### config.mk
export PLATFORM = sky130hd
export DESIGN_NAME = vram_fill_seq
export DESIGN_NICKNAME = d
export VERILOG_FILES = /design/src/rtl/vram_fill_seq.sv
export SDC_FILE = /design/constraint.sdc
export NUM_CORES = 2
export LEC_CHECK = 0
export BUFFER_PORTS_ARGS = -buffer_cell sky130_fd_sc_hd__buf_4
export CAP_MARGIN = 20
export CELL_PAD_IN_SITES_DETAIL_PLACEMENT = 2
export CELL_PAD_IN_SITES_GLOBAL_PLACEMENT = 2
export CORE_MARGIN = 5
export CORE_UTILIZATION = 41
export DETAILED_ROUTE_END_ITERATION = 10
export HOLD_SLACK_MARGIN = 0.03
export PLACE_DENSITY_LB_ADDON = 0.05
export SYNTH_ARGS = -nofsm -noshare
export SYNTH_HDL_FRONTEND = slang
export SYNTH_SLANG_ARGS = --single-unit
### constraint.sdc
create_clock -name clk -period 13.4 [get_ports clk]
set_clock_uncertainty 0.05 [all_clocks]
set_input_delay 0 -clock clk [delete_from_list [all_inputs] [get_ports clk]]
set_output_delay 0 -clock clk [all_outputs]
set_load 0.1 [all_outputs]
### src/rtl/vram_fill_seq.sv
// vram_fill_seq: walks NUM_CH programmed fill channels (base, length, pattern)
// and writes one word per accepted mem handshake. Optional per-frame scroll
// register write on vsync rising edge, enabled by macro VRAM_FILL_SCROLL_EN.
module vram_fill_seq #(
    parameter int ADDR_W = 32,
    parameter int DATA_W = 32,
    parameter int NUM_CH = 8,
    parameter int LEN_W  = 20,
    parameter logic [ADDR_W-1:0] SCROLL_ADDR  = ADDR_W'(32'h0600_028F),
    parameter logic [DATA_W-1:0] SCROLL_FLAGS = DATA_W'(32'h8000_0000),
    localparam int CH_W = (NUM_CH > 1) ? $clog2(NUM_CH) : 1
) (
    input  logic              clk,
    input  logic              rst,
    input  logic              cfg_we,
    input  logic [CH_W-1:0]   cfg_ch,
    input  logic [1:0]        cfg_field,
    input  logic [DATA_W-1:0] cfg_wdata,
    input  logic              start,
    output logic              busy,
    output logic              done,
    input  logic              vsync,
    output logic              mem_en,
    output logic              mem_we,
    output logic [ADDR_W-1:0] mem_addr,
    output logic [DATA_W-1:0] mem_din,
    input  logic              mem_ready
);

    localparam logic [2:0] S_IDLE   = 3'd0;
    localparam logic [2:0] S_LOAD   = 3'd1;
    localparam logic [2:0] S_FILL   = 3'd2;
    localparam logic [2:0] S_DONE   = 3'd3;
`ifdef VRAM_FILL_SCROLL_EN
    localparam logic [2:0] S_SCROLL = 3'd4;
`endif

    logic [2:0]             state_q, state_d;
    logic [CH_W-1:0]        ch_q, ch_d;
    logic [LEN_W-1:0]       i_q, i_d;

    logic [NUM_CH-1:0][ADDR_W-1:0] base_q;
    logic [NUM_CH-1:0][LEN_W-1:0]  len_q;
    logic [NUM_CH-1:0][1:0]        mode_q;
    logic [NUM_CH-1:0][4:0]        shift_q;
    logic [NUM_CH-1:0][DATA_W-1:0] seed_q;

    logic                   last_ch;
    logic [DATA_W-1:0]      iw, mask, fill_data;

    assign busy   = (state_q != S_IDLE);
    assign done   = (state_q == S_DONE);
    assign mem_we = mem_en;

`ifdef VRAM_FILL_SCROLL_EN
    logic       vsync_q, scroll_pend_q;
    logic [8:0] sx_q;
    logic [7:0] sy_q;
    logic       scroll_take, scroll_acc;

    // start has priority over a pending scroll in IDLE
    assign scroll_take = (state_q == S_IDLE) && !start && scroll_pend_q;
    assign scroll_acc  = (state_q == S_SCROLL) && mem_ready;

    // vsync edge detect, pending flag (edges collapse) and scroll counters
    always_ff @(posedge clk) begin
        if (rst) begin
            vsync_q       <= 1'b0;
            scroll_pend_q <= 1'b0;
            sx_q          <= '0;
            sy_q          <= '0;
        end else begin
            vsync_q <= vsync;
            if (vsync && !vsync_q)
                scroll_pend_q <= 1'b1;
            else if (scroll_take)
                scroll_pend_q <= 1'b0;
            if (scroll_acc) begin
                sx_q <= sx_q + 9'd1;
                sy_q <= sy_q + 8'd1;
            end
        end
    end
`else
    wire unused_scroll = ^{SCROLL_ADDR, SCROLL_FLAGS, vsync};
`endif

    // channel register file; writes locked out while a sequence runs
    always_ff @(posedge clk) begin
        if (rst) begin
            base_q  <= '0;
            len_q   <= '0;
            mode_q  <= '0;
            shift_q <= '0;
            seed_q  <= '0;
        end else if (cfg_we && !busy && (int'(cfg_ch) < NUM_CH)) begin
            case (cfg_field)
                2'd0: base_q[cfg_ch] <= ADDR_W'(cfg_wdata);
                2'd1: len_q[cfg_ch]  <= LEN_W'(cfg_wdata);
                2'd2: begin
                    mode_q[cfg_ch]  <= cfg_wdata[1:0];
                    shift_q[cfg_ch] <= cfg_wdata[8:4];
                end
                default: seed_q[cfg_ch] <= cfg_wdata;
            endcase
        end
    end

    // pattern generator for the current element
    always_comb begin
        iw   = DATA_W'(i_q);
        mask = (DATA_W'(1) << shift_q[ch_q]) - DATA_W'(1);
        case (mode_q[ch_q])
            2'd0:    fill_data = seed_q[ch_q];
            2'd1:    fill_data = seed_q[ch_q] + iw;
            2'd2:    fill_data = seed_q[ch_q] + (iw >> shift_q[ch_q]);
            default: fill_data = seed_q[ch_q] + (iw & mask);
        endcase
    end

    // sequencer next state: one LOAD per channel, FILL advances on accept
    always_comb begin
        state_d = state_q;
        ch_d    = ch_q;
        i_d     = i_q;
        last_ch = (ch_q == CH_W'(NUM_CH - 1));
        case (state_q)
            S_IDLE: begin
                if (start) begin
                    state_d = S_LOAD;
                    ch_d    = '0;
                end
`ifdef VRAM_FILL_SCROLL_EN
                else if (scroll_pend_q) begin
                    state_d = S_SCROLL;
                end
`endif
            end
            S_LOAD: begin
                i_d = '0;
                if (len_q[ch_q] == '0) begin
                    if (last_ch) state_d = S_DONE;
                    else         ch_d    = ch_q + 1'b1;
                end else begin
                    state_d = S_FILL;
                end
            end
            S_FILL: begin
                if (mem_ready) begin
                    if (i_q == len_q[ch_q] - LEN_W'(1)) begin
                        if (last_ch) begin
                            state_d = S_DONE;
                        end else begin
                            state_d = S_LOAD;
                            ch_d    = ch_q + 1'b1;
                        end
                    end else begin
                        i_d = i_q + LEN_W'(1);
                    end
                end
            end
            S_DONE: state_d = S_IDLE;
`ifdef VRAM_FILL_SCROLL_EN
            S_SCROLL: if (mem_ready) state_d = S_IDLE;
`endif
            default: state_d = S_IDLE;
        endcase
    end

    // sequencer state registers
    always_ff @(posedge clk) begin
        if (rst) begin
            state_q <= S_IDLE;
            ch_q    <= '0;
            i_q     <= '0;
        end else begin
            state_q <= state_d;
            ch_q    <= ch_d;
            i_q     <= i_d;
        end
    end

    // memory request: purely a function of state, so it holds during stalls
    always_comb begin
        mem_en   = 1'b0;
        mem_addr = '0;
        mem_din  = '0;
        if (state_q == S_FILL) begin
            mem_en   = 1'b1;
            mem_addr = base_q[ch_q] + ADDR_W'(i_q);
            mem_din  = fill_data;
        end
`ifdef VRAM_FILL_SCROLL_EN
        if (state_q == S_SCROLL) begin
            mem_en   = 1'b1;
            mem_addr = SCROLL_ADDR;
            mem_din  = SCROLL_FLAGS | DATA_W'({sx_q, 8'h00}) | DATA_W'(sy_q);
        end
`endif
    end

endmodule

## Word level (Yosys, flattened, before mapping)

Index checks and enable logic that the tools add are counted.

- Register bits after elaboration: 754
- Bits of input ports: 43
- Output and inout port bits: 68
- Logic and storage cells: 134

- $add $sub $neg: 8
- $lt $le $gt $ge: 3
- Equal/unequal tests: 15
- Shifts and indexed selects: 2
- Muxes and demuxes: 43
- Bitwise logic cells: 2
- Reduce and logical (&&, ||, !) cells: 18

Operators by type and width:

| cell | count |
|---|---|
| bitwise mux 256 bit | 2 |
| binary-select mux 32 bit (select 3 bit) | 2 |
| bitwise mux 160 bit | 1 |
| two-way mux 32 bit | 5 |
| demux 32 bit (select 3 bit) | 1 |
| case mux 32 bit (3 select lines) | 1 |
| two-way mux 20 bit | 4 |
| adder 32 x 20 -> 32 bit | 2 |
| adder 32 bit | 2 |
| binary-select mux 20 bit (select 3 bit) | 1 |
| demux 20 bit (select 3 bit) | 1 |
| bitwise mux 40 bit | 1 |
| case mux 20 bit (2 select lines) | 1 |
| AND 20 x 32 -> 32 bit | 1 |
| << shifter 1 x 5 -> 32 bit (first input constant) | 1 |
| right shift 20 x 5 -> 32 bit | 1 |
| subtractor 32 x 2 -> 32 bit (second input constant) | 1 |
| two-way mux 3 bit | 10 |
| adder 20 x 1 -> 20 bit (second input constant) | 1 |
| == test 20 bit | 1 |
| logical NOT 20 bit | 1 |
| subtractor 20 x 1 -> 20 bit (second input constant) | 1 |
| case mux 3 bit (3 select lines) | 2 |
| bitwise mux 16 bit | 1 |
| other kinds (29) | 46 |

## Depth between registers and ports, before layout

- Word-level depth: 8
- Gate-level depth with buffers: 32

## Worst setup path after synthesis

Ideal clock, no wire load.

- Kind: register to output
- From: register ch_q[0]
- To: output mem_din[19]
- Arrival: 8675 ps
- Data required time: 13350 ps
- Path slack: 4675 ps
- Stages on the path, launching flop included: 26
- Buffers on the path: 10
- Path through: dfxtp_1 > buf_6 > buf_4 > buf_4 > buf_4 > buf_4 > buf_2 > buf_2 > buf_2 > buf_1 > mux4_2 > mux2i_1 > ha_1 > clkbuf_1 > nand2_1 > o21ai_0 > ha_1 > a21o_1 > a21o_1 > a2111oi_0 > o31ai_1 > a2111oi_0 > o221ai_1 > a21o_1 > xnor2_1 > o21ai_0

- Cells in the longest elaborated chain, start to end: 8
- Elaborated cells between the ends (all ways): 18

Ends and longest elaborated chain:

| what | line | text |
|---|---|---|
| start: declaration | 39 | `logic [CH_W-1:0] ch_q, ch_d;` |
| start signal: assignment | 178 | `ch_q <= ch_d;` |
| binary-select mux 5 bit (select 3 bit) | 112, 116 |  |
| two-way mux 5 bit (implied by the code) | 112, 116 |  |
| << shifter 1 x 5 -> 32 bit | 112 | `mask = (DATA_W'(1) << shift_q[ch_q]) - DATA_W'(1);` |
| subtractor 32 x 2 -> 32 bit | 112 |  |
| AND 20 x 32 -> 32 bit | 117 | `default: fill_data = seed_q[ch_q] + (iw & mask);` |
| adder 32 bit | 117 |  |
| case mux 32 bit (3 select lines) (*) | 113 | `case (mode_q[ch_q])` |
| two-way mux 32 bit (*) | 188 | `if (state_q == S_FILL) begin` |
| end: declaration | 26 | `output logic [DATA_W-1:0] mem_din,` |

Every way passes the cells marked *; elsewhere a longest branch is shown, timed or not. The select of a mux whose other input is x is not followed.

## Final worst setup path

- From: register ch_q[0]
- To: output mem_din[27]

The elaborated chain is that of the path after synthesis.

==> impl_metrics.csv <==
group,metric,value,unit
placement,numPortBuffers,109,
synthesis,yosys-top-cells-count,"nand2_1, a21oi_1, dfxtp_1",
drt,dr.pass1.iters,5,
pwr,p_per_area,132.0,nW/um^2
worst_setup_path,start_kind,"flip-flop",
floorplanning,fp-row-count,111,
global_routing,grt.overflow.total,0,
synthesis,ys_types,82,
drt,ant_nets,0,
synthesis,synth.most_common_cell,"nand2_1",
worst_hold_path,holdPathEnd,"shift_q[9]",
synthesis,yosys.area.top_type_share,0.4008,
global_routing,antenna_found_initial,10,
global_routing,grt_pass1_vias,37081,
global_routing,track_usage,0.3032,
worst_setup_path,cp-end-kind,"output pin",
timing,slew_headroom,0.2369,
timing,fin_tns_setup,0,ns
worst_setup_path,critPathKind,"flip-flop to output pin",
timing,maxSlewViolCount,0,
placement,dp_cells,5586,
floorplanning,core,91390,um^2
timing,layout_min_cycle_time,9.262,ns
floorplanning,die_y,312.9,um
final_layout,fillers,10152,
timing,max_freq,108.0,MHz
synthesis,synth_ff_type,"dfxtp_1",
synthesis,synthTopCellsByArea,"dfxtp_1, nand2_1, a21oi_1, mux4_2, mux2i_1",
floorplanning,die_area,97900,um^2
final_layout,final_nets,4638,
timing,hold_violations,0,
pwr,leakagePower,14.25,nW
synthesis,ys_seq_area_frac,0.4008,
worst_hold_path,hold_start,"cfg_we",
synthesis,ys_seq_elements,753,
placement,gp_congestion,0.8313,
final_layout,fin_area,42490,um^2
drt,vias,34618,
drt,wl_per_cell,26.48,um
worst_setup_path,crit_fanout,35,
worst_setup_path,r2r_end,"i_q[11]",
clock_tree,cts_root_buf,"clkbuf_16",
placement,dp_hpwl,93480,um
synthesis,synth_edf_count,0,
drt,drt_iter0_drc,2206,
pwr,peakVddDrop,0.1014,mV
run_status,status,"finished clean",
clock_tree,path_clk_slew,0.06,ns
synthesis,synth_area,37610,um^2
timing,rsz0062_at_grt,"false",
worst_hold_path,min_path_cells,6,
synthesis,yosys.area.top_type,"dfxtp_1",
final_layout,area_delta_synth_final,12.97,%
job,maxCapViolCount,0,
clock_tree,cts_tree,"done",
drt,totalWireLength,153400,um
clock_tree,post_cts_buffers,0,
timing,fin_crit_sh,0.6912,
clock_tree,max-clock-path-buffers,3,
synthesis,synth_fp_nets,4735,
worst_setup_path,worst_r2r_path_depth,15,
clock_tree,htreeDepth,3,
final_layout,layout-drive-gt1-share,0.1338,
global_routing,grt_pass1_wl,231500,um
timing,setup_viol,0,
worst_hold_path,min-delay-path-class,"input pin to flip-flop",
clock_tree,clock_latency,0.67,ns
worst_setup_path,arrival,9.21,ns
floorplanning,die_w,312.9,um
placement,dpl_cell_area,39030,um^2
floorplanning,initial_core_util,0.4116,
global_routing,grt_max_degree,199,
synthesis,avgSynthCellArea,8.119,um^2
clock_tree,cts-buffers-inserted,89,
timing,tightestPinTransition,1.140,ns
synthesis,synthCells,4633,
synthesis,ys_async_sr_fraction,0,
synthesis,ys_warn_count,0,
worst_setup_path,cp.required,13.35,ns
worst_setup_path,r2r_start,"ch_q[0]",
worst_setup_path,rrSetupSlack,6.69,ns
drt,vias_per_cell,5.976,
floorplanning,num_io_pins,111,
final_layout,layout.cells.non_filler,5793,
clock_tree,cts_sinks,753,
drt,route.detailed.drc,0,
==> sequential cells by signal, summed over array words and instances (netlist names) <==
signal,cells
len_q,160
state_q,2
shift_q,40
seed_q,256
i_q,20
base_q,256
ch_q,3
mode_q,16
==> through the flow <==
stage | utilization | power (mW) | worst slack, ns | hold slack, ns
4_1_cts | 0.4635 | 5.639 | 4.120 | 0.04994
6_report | 0.4650 | 5.609 | 4.138 | 0.06735
3_3_place_gp | 0.4271 | 3.157 | 4.998 | 0.3280
3_5_place_dp | 0.4271 | 3.169 | 4.874 | 0.3328
5_1_grt | 0.4649 | 5.799 | 3.391 | 0.08923
2_1_floorplan | - | 2.927 | 4.675 | 0.08596
==> kinds of logic (layout without fill, tap and decap cells) <==
kind of cell,Yosys count,count (layout),synth area share
simple gates,1927,1927,0.2095
mux,366,366,0.1559
xor+xnor,72,72,0.01696
flops,753,753,0.4008
compound gates,1019,1019,0.1496
other cells,0,4,0
fa+ha+maj,59,59,0.02002
buf+inv,437,407,0.04737
==> worst max-delay path: stages, from the launching register on <==
cell and delay, ns:
dfxtp_4 0.82, buf_4 0.73, mux4_2 0.65, mux2i_2 0.17, buf_4 0.29, nand2_1 0.16
nor3_1 0.38, inv_1 0.08, ha_1 0.46, xor2_1 0.26, o211ai_1 0.18, o21ai_0 0.16
ha_1 0.35, a21o_1 0.21, a2111oi_0 0.60, o31ai_1 0.22, a2111oi_0 0.70, o221ai_1 0.49
a21o_1 0.32, a21oi_1 0.51, nor3_1 0.13, xnor2_1 0.17, and2_1 0.15, buf_4 0.29
==> cells in the final DEF (no fill, tap or decap), types with 17 or more instances in the layout <==
| master | Yosys | layout |
|---|---|---|
| nand2_1 | 1503 | 1492 |
| a21oi_1 | 778 | 777 |
| dfxtp_1 | 753 | 750 |
| mux4_2 | 169 | 169 |
| buf_4 | 9 | 166 |
| mux2i_1 | 131 | 126 |
| nor2_1 | 134 | 109 |
| clkbuf_16 | 0 | 91 |
| nand3_1 | 74 | 74 |
| o21ai_0 | 70 | 70 |
| mux2_2 | 63 | 63 |
| ha_1 | 57 | 56 |
| xnor2_1 | 53 | 53 |
| and2_1 | 48 | 48 |
| dlygate4sd3_1 | 0 | 40 |
| nor3_1 | 35 | 35 |
| inv_1 | 32 | 32 |
| a21o_1 | 24 | 24 |
| or3_1 | 23 | 23 |
| clkbuf_1 | 336 | 21 |
| a211oi_1 | 20 | 20 |
| xor2_1 | 18 | 18 |
| nand4_1 | 17 | 17 |
| nor2_4 | 0 | 17 |
==> power by group <==
| group | leakage, nW | internal [mW] | switching, mW | total (mW) |
|---|---|---|---|---|
| registers | 6.07 | 2.26 | 0.0422 | 2.31 |
| logic | 6.74 | 0.278 | 0.546 | 0.824 |
| clock network | 1.44 | 1.45 | 1.03 | 2.48 |
==> layout make-up <==
| class | instances | area [um^2] | area share |
|---|---|---|---|
| well taps | 1186 | 1484 | 0.03492 |
| repair buffers | 216 | 1864 | 0.04387 |
| flip-flops and latches | 753 | 15090 | 0.3550 |
| inverters | 33 | 123.9 | 0.002915 |
| clock inverters | 30 | 352.8 | 0.008304 |
| diodes | 4 | 10.01 | 0.0002356 |
| multi-input cells | 3443 | 21000 | 0.4941 |
| clock buffers | 128 | 2576 | 0.06063 |
==> what timing repair did <==
action / in CTS / in global routing
hold buffers: 40 / 0
endpoints found under the hold margin: 739 / 0
gates resized for setup: 0 / 0
==> routing by layer <==
metal,up-vias,track usage,wire (um)
met5,-,0,13
met4,2,0.07883,3705
met3,195,0.03716,7814
met2,743,0.5287,74770
met1,18037,0.4009,67080
li1,15641,-,-
==> how the worst max path moves through the flow <==
stage	slack, ns	cells past startpoint	endpoint	start
after global routing	3.39	23	mem_din[31]	ch_q[0]
after CTS	4.12	23	mem_din[31]	ch_q[0]
after global placement	5.00	23	mem_din[27]	ch_q[0]
after detailed placement	4.87	23	mem_din[31]	ch_q[0]
final	4.14	23	mem_din[27]	ch_q[0]
after floorplan	4.67	25	mem_din[19]	ch_q[0]
No activity file was read; power rests on OpenSTA's default activity.
